[config.mk]
export PLATFORM = sky130hd
export DESIGN_NAME = cpu_seq_ctrl
export DESIGN_NICKNAME = d
export VERILOG_FILES = /design/src/rtl/cpu_pkg.sv /design/src/rtl/cpu_ws_cnt.sv /design/src/rtl/cpu_seq_ctrl.sv
export SDC_FILE = /design/constraint.sdc
export NUM_CORES = 1
export LEC_CHECK = 0
export CAP_MARGIN = 20
export CORE_MARGIN = 2
export CORE_UTILIZATION = 40
export DETAILED_ROUTE_END_ITERATION = 6
export PLACE_DENSITY_LB_ADDON = 0.05
export SYNTH_ARGS = -nofsm -noshare
export SYNTH_HDL_FRONTEND = slang
export SYNTH_SLANG_ARGS = --single-unit
[constraint.sdc]
create_clock -name clk -period 1.6 [get_ports clk]
set_input_delay 0.16 -clock clk [delete_from_list [all_inputs] [get_ports clk]]
set_output_delay 0.16 -clock clk [all_outputs]
set_load 0.005 [all_outputs]
[src/rtl/cpu_pkg.sv]
// cpu_pkg -- shared definitions for the cpu_seq_ctrl control sequencer.
//
// Holds the opcode map, the compare-result encodings, the one-hot state
// encoding (with the bit index of every state in state_o), the register
// file mux select encodings and the SRAM strobe bundle, plus two small
// decode helpers used by the sequencer.
package cpu_pkg;

    // Opcode map, taken from inst[DW-1:DW-4].
    localparam logic [3:0] OP_AND  = 4'h0;
    localparam logic [3:0] OP_OR   = 4'h1;
    localparam logic [3:0] OP_INV  = 4'h2;
    localparam logic [3:0] OP_ADD  = 4'h3;
    localparam logic [3:0] OP_LDI  = 4'h4;
    localparam logic [3:0] OP_LDM  = 4'h5;
    localparam logic [3:0] OP_STM  = 4'h6;
    localparam logic [3:0] OP_HLT  = 4'h7;
    localparam logic [3:0] OP_SWAB = 4'h8;
    localparam logic [3:0] OP_SWMB = 4'h9;
    localparam logic [3:0] OP_CPPA = 4'hA;
    localparam logic [3:0] OP_CPAM = 4'hB;
    localparam logic [3:0] OP_JU   = 4'hC;
    localparam logic [3:0] OP_JE   = 4'hD;
    localparam logic [3:0] OP_JL   = 4'hE;
    localparam logic [3:0] OP_JG   = 4'hF;

    // Compare result from the datapath comparator.
    localparam logic [1:0] CMP_EQ   = 2'b00;
    localparam logic [1:0] CMP_LT   = 2'b01;
    localparam logic [1:0] CMP_GT   = 2'b10;
    localparam logic [1:0] CMP_NONE = 2'b11;

    // Bit position of each state inside the one-hot state vector.
    localparam int ST_HALT_BIT  = 6;
    localparam int ST_IDLE_BIT  = 5;
    localparam int ST_FETCH_BIT = 4;
    localparam int ST_EXEC_BIT  = 3;
    localparam int ST_MRD_BIT   = 2;
    localparam int ST_MWR_BIT   = 1;
    localparam int ST_MREC_BIT  = 0;

    typedef enum logic [6:0] {
        ST_HALT  = 7'b000_0001 << ST_HALT_BIT,
        ST_IDLE  = 7'b000_0001 << ST_IDLE_BIT,
        ST_FETCH = 7'b000_0001 << ST_FETCH_BIT,
        ST_EXEC  = 7'b000_0001 << ST_EXEC_BIT,
        ST_MRD   = 7'b000_0001 << ST_MRD_BIT,
        ST_MWR   = 7'b000_0001 << ST_MWR_BIT,
        ST_MREC  = 7'b000_0001 << ST_MREC_BIT
    } state_e;

    // Source select for register A.
    localparam logic [2:0] MUX_A_ALU = 3'd0;
    localparam logic [2:0] MUX_A_IMM = 3'd1;
    localparam logic [2:0] MUX_A_MEM = 3'd2;
    localparam logic [2:0] MUX_A_B   = 3'd3;
    localparam logic [2:0] MUX_A_P   = 3'd4;

    // Source select for register B.
    localparam logic       MUX_B_A   = 1'b0;
    localparam logic       MUX_B_M   = 1'b1;

    // Source select for register M.
    localparam logic [1:0] MUX_M_A   = 2'd0;
    localparam logic [1:0] MUX_M_B   = 2'd1;

    // SRAM strobe bundle; cen/wen/oen are active-low, den is active-high.
    typedef struct packed {
        logic den;
        logic cen;
        logic wen;
        logic oen;
    } strobe_t;

    localparam strobe_t STROBE_OFF = '{den: 1'b0, cen: 1'b1, wen: 1'b1, oen: 1'b1};

    // Strobe pattern that belongs to a state. The sequencer registers the
    // pattern of the state it is about to enter, so the pins line up with
    // the state from the first cycle of every access.
    function automatic strobe_t strobe_for(input state_e s);
        strobe_t st;
        st = STROBE_OFF;
        case (s)
            ST_FETCH, ST_MRD: begin
                st.cen = 1'b0;
                st.oen = 1'b0;
            end
            ST_MWR: begin
                st.cen = 1'b0;
                st.wen = 1'b0;
                st.den = 1'b1;
            end
            // Write strobe released but chip still selected and data still
            // driven, giving the SRAM its data hold time.
            ST_MREC: begin
                st.cen = 1'b0;
                st.den = 1'b1;
            end
            default: ;
        endcase
        return st;
    endfunction

    // Branch condition for the four jump opcodes.
    function automatic logic jump_taken(input logic [3:0] op, input logic [1:0] cmp_v);
        logic taken;
        taken = 1'b0;
        case (op)
            OP_JU:   taken = 1'b1;
            OP_JE:   taken = (cmp_v == CMP_EQ);
            OP_JL:   taken = (cmp_v == CMP_LT);
            OP_JG:   taken = (cmp_v == CMP_GT);
            default: taken = 1'b0;
        endcase
        return taken;
    endfunction

endpackage

[src/rtl/cpu_ws_cnt.sv]
// cpu_ws_cnt -- SRAM wait-state counter shared by FETCH, MRD and MWR.
//
// Loadable down-counter. A load presets it to MEM_WS; while enabled it
// counts down to zero and then holds (it never wraps). `last` is high on
// the final cycle of an access, i.e. when the count has reached zero.
//
// Ports:
//   clk    in   system clock, rising edge
//   rst_n  in   asynchronous active-low reset (count cleared to 0)
//   load   in   preset the count to MEM_WS on the next edge
//   en     in   count down on the next edge (ignored at zero)
//   last   out  count is zero: this is the last cycle of the access
module cpu_ws_cnt #(
    parameter int MEM_WS = 0
) (
    input  logic clk,
    input  logic rst_n,
    input  logic load,
    input  logic en,
    output logic last
);

    // A zero-wait build still needs a 1-bit register.
    localparam int CW = (MEM_WS > 0) ? $clog2(MEM_WS + 1) : 1;
    localparam logic [CW-1:0] LOAD_VAL = CW'(MEM_WS);

    logic [CW-1:0] cnt_q;
    logic [CW-1:0] cnt_d;

    // Load wins over counting so a new access always starts from MEM_WS.
    always_comb begin
        cnt_d = cnt_q;
        if (load) begin
            cnt_d = LOAD_VAL;
        end else if (en && (cnt_q != '0)) begin
            cnt_d = cnt_q - CW'(1);
        end
    end

    always_ff @(posedge clk or negedge rst_n) begin
        if (!rst_n) begin
            cnt_q <= '0;
        end else begin
            cnt_q <= cnt_d;
        end
    end

    assign last = (cnt_q == '0);

endmodule

[src/rtl/cpu_seq_ctrl.sv]
// cpu_seq_ctrl -- control sequencer for the tinycpu datapath.
//
// Fetches an instruction from the SRAM controller, decodes the opcode in
// inst[DW-1:DW-4] and drives the register-file muxes/enables, ALU select,
// program-counter control and the registered SRAM strobes. Every SRAM
// access lasts MEM_WS+1 cycles. HLT parks the sequencer in HALT until a
// one-cycle resume pulse.
//
// Build option: define CPU_SEQ_CTRL_STEP_EN to enable single stepping;
// with step_mode=1 every instruction ends in HALT instead of IDLE, so each
// resume pulse retires exactly one instruction. Without the macro
// step_mode is ignored.
//
// Parameters:
//   DW      instruction/data width (>= 8)
//   MEM_WS  SRAM wait states per access (0..7)
//
// Ports:
//   clk, rst_n            clock (rising edge), async active-low reset
//   dq[DW-1:0]            read data from sram_ctrl
//   cmp[1:0]              compare result: 00 EQ, 01 LT, 10 GT, 11 none
//   resume                one-cycle pulse, leaves HALT
//   step_mode             single-step enable (STEP_EN builds only)
//   mux_rA/rA_we, mux_rB/rB_we, mux_rM/rM_we   register file controls
//   den, cen, wen, oen    registered SRAM strobes (cen/wen/oen active-low)
//   alu_ctrl[1:0]         ALU function, inst[DW-3:DW-4]
//   rP_inc, rP_load       PC increment / PC load from M
//   addr_ctrl             SRAM address select: 0 = P, 1 = M
//   halted                high while in HALT
//   state_o[6:0]          one-hot state: HALT IDLE FETCH EXEC MRD MWR MREC
module cpu_seq_ctrl
    import cpu_pkg::*;
#(
    parameter int DW     = 8,
    parameter int MEM_WS = 0
) (
    input  logic          clk,
    input  logic          rst_n,
    input  logic [DW-1:0] dq,
    input  logic [1:0]    cmp,
    input  logic          resume,
    input  logic          step_mode,
    output logic [2:0]    mux_rA,
    output logic          rA_we,
    output logic          mux_rB,
    output logic          rB_we,
    output logic [1:0]    mux_rM,
    output logic          rM_we,
    output logic          den,
    output logic          cen,
    output logic          wen,
    output logic          oen,
    output logic [1:0]    alu_ctrl,
    output logic          rP_inc,
    output logic          rP_load,
    output logic          addr_ctrl,
    output logic          halted,
    output logic [6:0]    state_o
);

    state_e        state_q;
    state_e        state_d;
    logic [DW-1:0] inst_q;
    logic [DW-1:0] inst_d;
    strobe_t       strobe_q;
    strobe_t       strobe_d;

    logic          ws_load;
    logic          ws_en;
    logic          ws_last;

    logic [3:0]    opcode;
    state_e        done_state;

    assign opcode   = inst_q[DW-1:DW-4];
    assign alu_ctrl = inst_q[DW-3:DW-4];

    // The low instruction bits carry the immediate, which the datapath
    // takes straight from its own copy; only the opcode matters here.
    logic [DW-5:0] unused_inst_low;
    assign unused_inst_low = inst_q[DW-5:0];

    // Where a finished instruction goes: back to IDLE, or to HALT when
    // single stepping so the next resume pulse releases one instruction.
`ifdef CPU_SEQ_CTRL_STEP_EN
    assign done_state = step_mode ? ST_HALT : ST_IDLE;
`else
    logic unused_step_mode;
    assign unused_step_mode = step_mode;
    assign done_state       = ST_IDLE;
`endif

    // Next-state and datapath control decode. All controls default to
    // their idle value so each state only names what it asserts.
    always_comb begin
        state_d   = state_q;
        inst_d    = inst_q;
        mux_rA    = 3'd0;
        rA_we     = 1'b0;
        mux_rB    = 1'b0;
        rB_we     = 1'b0;
        mux_rM    = 2'd0;
        rM_we     = 1'b0;
        rP_inc    = 1'b0;
        rP_load   = 1'b0;
        addr_ctrl = 1'b0;
        halted    = 1'b0;

        case (state_q)
            ST_IDLE: begin
                state_d = ST_FETCH;
            end

            // Instruction is captured and the PC bumped only on the final
            // wait cycle, when the SRAM data is guaranteed valid.
            ST_FETCH: begin
                if (ws_last) begin
                    inst_d  = dq;
                    rP_inc  = 1'b1;
                    state_d = ST_EXEC;
                end
            end

            ST_EXEC: begin
                state_d = done_state;
                case (opcode)
                    OP_AND, OP_OR, OP_INV, OP_ADD: begin
                        rA_we  = 1'b1;
                        mux_rA = MUX_A_ALU;
                    end
                    OP_LDI: begin
                        rA_we  = 1'b1;
                        mux_rA = MUX_A_IMM;
                    end
                    OP_LDM: begin
                        state_d = ST_MRD;
                    end
                    OP_STM: begin
                        state_d = ST_MWR;
                    end
                    OP_HLT: begin
                        state_d = ST_HALT;
                    end
                    OP_SWAB: begin
                        rA_we  = 1'b1;
                        mux_rA = MUX_A_B;
                        rB_we  = 1'b1;
                        mux_rB = MUX_B_A;
                    end
                    OP_SWMB: begin
                        rM_we  = 1'b1;
                        mux_rM = MUX_M_B;
                        rB_we  = 1'b1;
                        mux_rB = MUX_B_M;
                    end
                    OP_CPPA: begin
                        rA_we  = 1'b1;
                        mux_rA = MUX_A_P;
                    end
                    OP_CPAM: begin
                        rM_we  = 1'b1;
                        mux_rM = MUX_M_A;
                    end
                    OP_JU, OP_JE, OP_JL, OP_JG: begin
                        rP_load = jump_taken(opcode, cmp);
                    end
                    default: ;
                endcase
            end

            ST_MRD: begin
                addr_ctrl = 1'b1;
                if (ws_last) begin
                    rA_we   = 1'b1;
                    mux_rA  = MUX_A_MEM;
                    state_d = done_state;
                end
            end

            ST_MWR: begin
                addr_ctrl = 1'b1;
                if (ws_last) begin
                    state_d = ST_MREC;
                end
            end

            ST_MREC: begin
                addr_ctrl = 1'b1;
                state_d   = done_state;
            end

            ST_HALT: begin
                halted = 1'b1;
                if (resume) begin
                    state_d = ST_IDLE;
                end
            end

            default: begin
                state_d = ST_IDLE;
            end
        endcase
    end

    // The wait counter restarts on entry to any SRAM access state and
    // counts down only while such a state is active.
    always_comb begin
        ws_load = 1'b0;
        ws_en   = 1'b0;
        if ((state_d != state_q) &&
            ((state_d == ST_FETCH) || (state_d == ST_MRD) || (state_d == ST_MWR))) begin
            ws_load = 1'b1;
        end
        if ((state_q == ST_FETCH) || (state_q == ST_MRD) || (state_q == ST_MWR)) begin
            ws_en = 1'b1;
        end
    end

    // Strobes are registered from the upcoming state, so they are glitch
    // free and track state_q cycle for cycle.
    always_comb begin
        strobe_d = strobe_for(state_d);
    end

    // Reset drops every strobe immediately, abandoning any write in flight.
    always_ff @(posedge clk or negedge rst_n) begin
        if (!rst_n) begin
            state_q  <= ST_IDLE;
            inst_q   <= '0;
            strobe_q <= STROBE_OFF;
        end else begin
            state_q  <= state_d;
            inst_q   <= inst_d;
            strobe_q <= strobe_d;
        end
    end

    cpu_ws_cnt #(
        .MEM_WS (MEM_WS)
    ) u_ws_cnt (
        .clk   (clk),
        .rst_n (rst_n),
        .load  (ws_load),
        .en    (ws_en),
        .last  (ws_last)
    );

    assign den     = strobe_q.den;
    assign cen     = strobe_q.cen;
    assign wen     = strobe_q.wen;
    assign oen     = strobe_q.oen;
    assign state_o = state_q;

endmodule
==> impl_results.md <==
- Outcome: finished, violations left
- Failing checks: negative setup slack
- Worst-Margin Slew: 0.503 ns
- Psw: 1030 uW
- Total track usage: 20.2%
- Grt ovf: 0
- Critical path capture point type: primary output
- Setup violators final: 18
- Final ANT Viol Nets: 0
- Async SR Flop Fraction: 100%
- DP Worst Slack: -0.350 ns
- Via count: 1153
- Post-Syn Area: 1050 um^2
- Post-route clock skew: 0.00477 ns
- PortBufs: 33
- Post-Syn Instances: 122
- Period utilisation layout: 125%
- Clock buffer depth: 2
- Critical Path Fanout Max: 4
- Final Max Slew Viols: 0
- Number of synthesized flops with an enable pin: 0
- H-tree depth: 1
- Minimum clock period: 2.01 ns
- Slew margin rel.: 65.9%
- Initial antenna violation count: 0
- Max cap viols: 0
- Unique masters post-synth: 41
- Leakage: 0.000897 uW
- Main flop type after synthesis: dfrtp_1
- Reg clk slew, reported paths: 0.09 ns
- Slowest CP cell: dfrtp_2
- Worst Hold Class: input port to asynchronous set/reset pin
- Routed wire length: 3.28 mm
- Syn-to-layout area delta: 68.0%
- Cell Pwr Density: 1480 nW/um^2
- Vias in the first global route: 1116
- Std-Cell Core Area: 2480 um^2
- Critical path class: flip-flop to primary output
- GP Congestion: 0.800
- Cell Int Power: 1590 uW
- WHS: 0.194 ns
- Hold Fails Final Rpt: 0
- Sw frac: 39.5%
- Flip-flop and latch area: 413 um^2
- Most frequent cells in the layout: buf_4, clkdlybuf4s50_1, nand2_1
- Most common cell after layout, fill and taps aside: buf_4
- Critical Path Max Stage Delay: 0.44 ns
- Post-layout util: 71.4%
- Final Worst Setup Slack: -0.407 ns
- Synth Register Bits: 16
- Die height: 55.3 um
- FP Rows: 18
- Starting DRT DRC Count: 9
- Filler cells: 209
- Largest net degree at the start of global routing: 17
- Multi-input logic area: 657 um^2
- RSZ-0062 raised after global routing: true
- Worst EP required: 1.44 ns
- Initial core utilization: 42.5%
- Via-to-Cell Ratio: 5.29
- TritonCTS Buffers: 3
- CP arrival: 1.85 ns
- Clk root buf: clkbuf_4
- Syn Nets: 136
- Setup slack, reg-to-reg: -0.27 ns
- Top-level port count: 40
- DR pass1 iterations: 4
- Syn. warnings: 0
- DR WL/cell: 15.0 um
- Register area share after synthesis: 38.5%
- Post-route cell area: 1770 um^2
- CTS Sinks: 16
- Crit start category: flip-flop
- Clock share of power: 8.4%
- Clk Latency, worst-skew pair: 0.29 ns
- First-pass GRT wire length: 4.95 mm
- CTS tree: done
- Worst ir drop on vdd: 1.24 mV
- Cells after DPL: 197
- Hold_buf cts: 0
- N_diodes: 0
- Fmax: 0.498 GHz
- Die footprint: 3060 um^2
- Final nets: 203
- DIE WIDTH: 55.3 um
- Placed Area: 1530 um^2
- Ratio of cells with drive above 1 in the final layout: 45.7%
- Non-filler instance count after layout: 218
- Detailed placement HPWL: 2.18 mm
- Post-route DRC: 0
- Sequential power share: 26.8%
- Comb power frac: 64.8%
- Crit path cell chain: nor4b_4 > nand4_1 > buf_4 > o31ai_2 > buf_2
- Syn avg cell area: 8.63 um^2
==> logic make-up (layout without fill, tap and decap cells) <==
| group | Yosys count | count (layout) | share of synthesized area [%] |
|---|---|---|---|
| and+or+nand+nor | 59 | 59 | 32.6 |
| DFF | 16 | 16 | 38.5 |
| xor gates and xnor gates | 4 | 4 | 3.33 |
| other | 1 | 1 | 0.356 |
| AOI/OAI and AO/OA | 24 | 24 | 15.8 |
| buffers and inverters | 18 | 84 | 9.39 |
==> layer usage <==
metal	wire [um]	global-route usage, %	vias to the layer above
li1	-	-	553
met1	1250	21.4	562
met2	1820	40.3	30
met3	138	4.92	8
met4	69	3.14	0
met5	0	0	-
==> worst paths after layout <==
check                                              to                  start  depth (start not counted)
worst max-delay path                        mux_rA[1]   state_o[6]$_DFF_PN0_                          5
worst min-delay path            inst_q[4]$_DFFE_PN0P_                  rst_n                          2
worst max register to register          den$_DFF_PN0_   state_o[5]$_DFF_PN1_                          8
worst min register to register  inst_q[6]$_DFFE_PN0P_  inst_q[6]$_DFFE_PN0P_                          2
max in group asynchronous               oen$_DFF_PN1_                  rst_n                          2
min in group clk                inst_q[4]$_DFFE_PN0P_                  dq[4]                          3
==> state kept, by name (all words and copies together), names as in the netlist <==
register	cells
den	1
u_ws_cnt.cnt_q	1
cen	1
oen	1
wen	1
inst_q	4
state_o	7
==> critical path, delay by kind of cell, from the launching register on <==
kind / cells / cell delay [ns]
AOI/OAI and AO/OA: 1 / 0.16
buffers and inverters: 2 / 0.33
DFF: 1 / 0.44
and+or+nand+nor: 2 / 0.61
==> Yosys cell counts, types with 2 or more instances <==
cell / n / area [um^2]
nand2_1: 17 / 63.8
nor2_1: 13 / 48.8
dfrtp_1: 12 / 300
o21ai_0: 8 / 40.0
buf_4: 5 / 37.5
inv_1: 5 / 18.8
a21oi_1: 4 / 20.0
buf_2: 4 / 20.0
dfstp_2: 4 / 105
nand3_1: 4 / 20.0
clkbuf_1: 3 / 11.3
nor2b_1: 3 / 18.8
xor2_1: 3 / 26.3
a21o_1: 2 / 15.0
and3_1: 2 / 12.5
and4_1: 2 / 17.5
nand4b_1: 2 / 17.5
nor3_1: 2 / 10.0
nor3_2: 2 / 20.0
nor4_1: 2 / 12.5
o211a_1: 2 / 20.0
o211ai_2: 2 / 25.0
==> layout make-up <==
class	instances	area share (%)
multi-input combinational	88	37.2
timing repair buffer	75	34.8
sequential	16	23.4
tap	30	2.12
clock buffer	4	1.49
inverter	5	1.06
==> through the flow <==
| stage | TNS (ns) | total power, uW |
|---|---|---|
| 5_1_grt | -5.60 | 2800 |
| 6_report | -4.22 | 2620 |
| 3_3_place_gp | -2.71 | 1980 |
| 4_1_cts | -3.71 | 2420 |
| 2_1_floorplan | 0 | 1410 |
| 3_5_place_dp | -3.09 | 2000 |
==> timing repair <==
| action | CTS | global route |
|---|---|---|
| setup endpoints to repair | 14 | 27 |
| gates resized for setup | 63 | 16 |
| pin swaps | 18 | 6 |
| buffers inserted | 11 | 7 |
==> power groups by stage <==
| stage | Sequential (uW) | Clock (uW) | Combinational, uW |
|---|---|---|---|
| final | 703 | 221 | 1700 |
| after global routing | 719 | 246 | 1830 |
| after CTS | 698 | 223 | 1500 |
| after detailed placement | 699 | 0 | 1310 |
| after global placement | 692 | 0 | 1290 |
| after floorplan | 659 | 0 | 752 |
No activity file was read; power rests on OpenSTA's default activity.
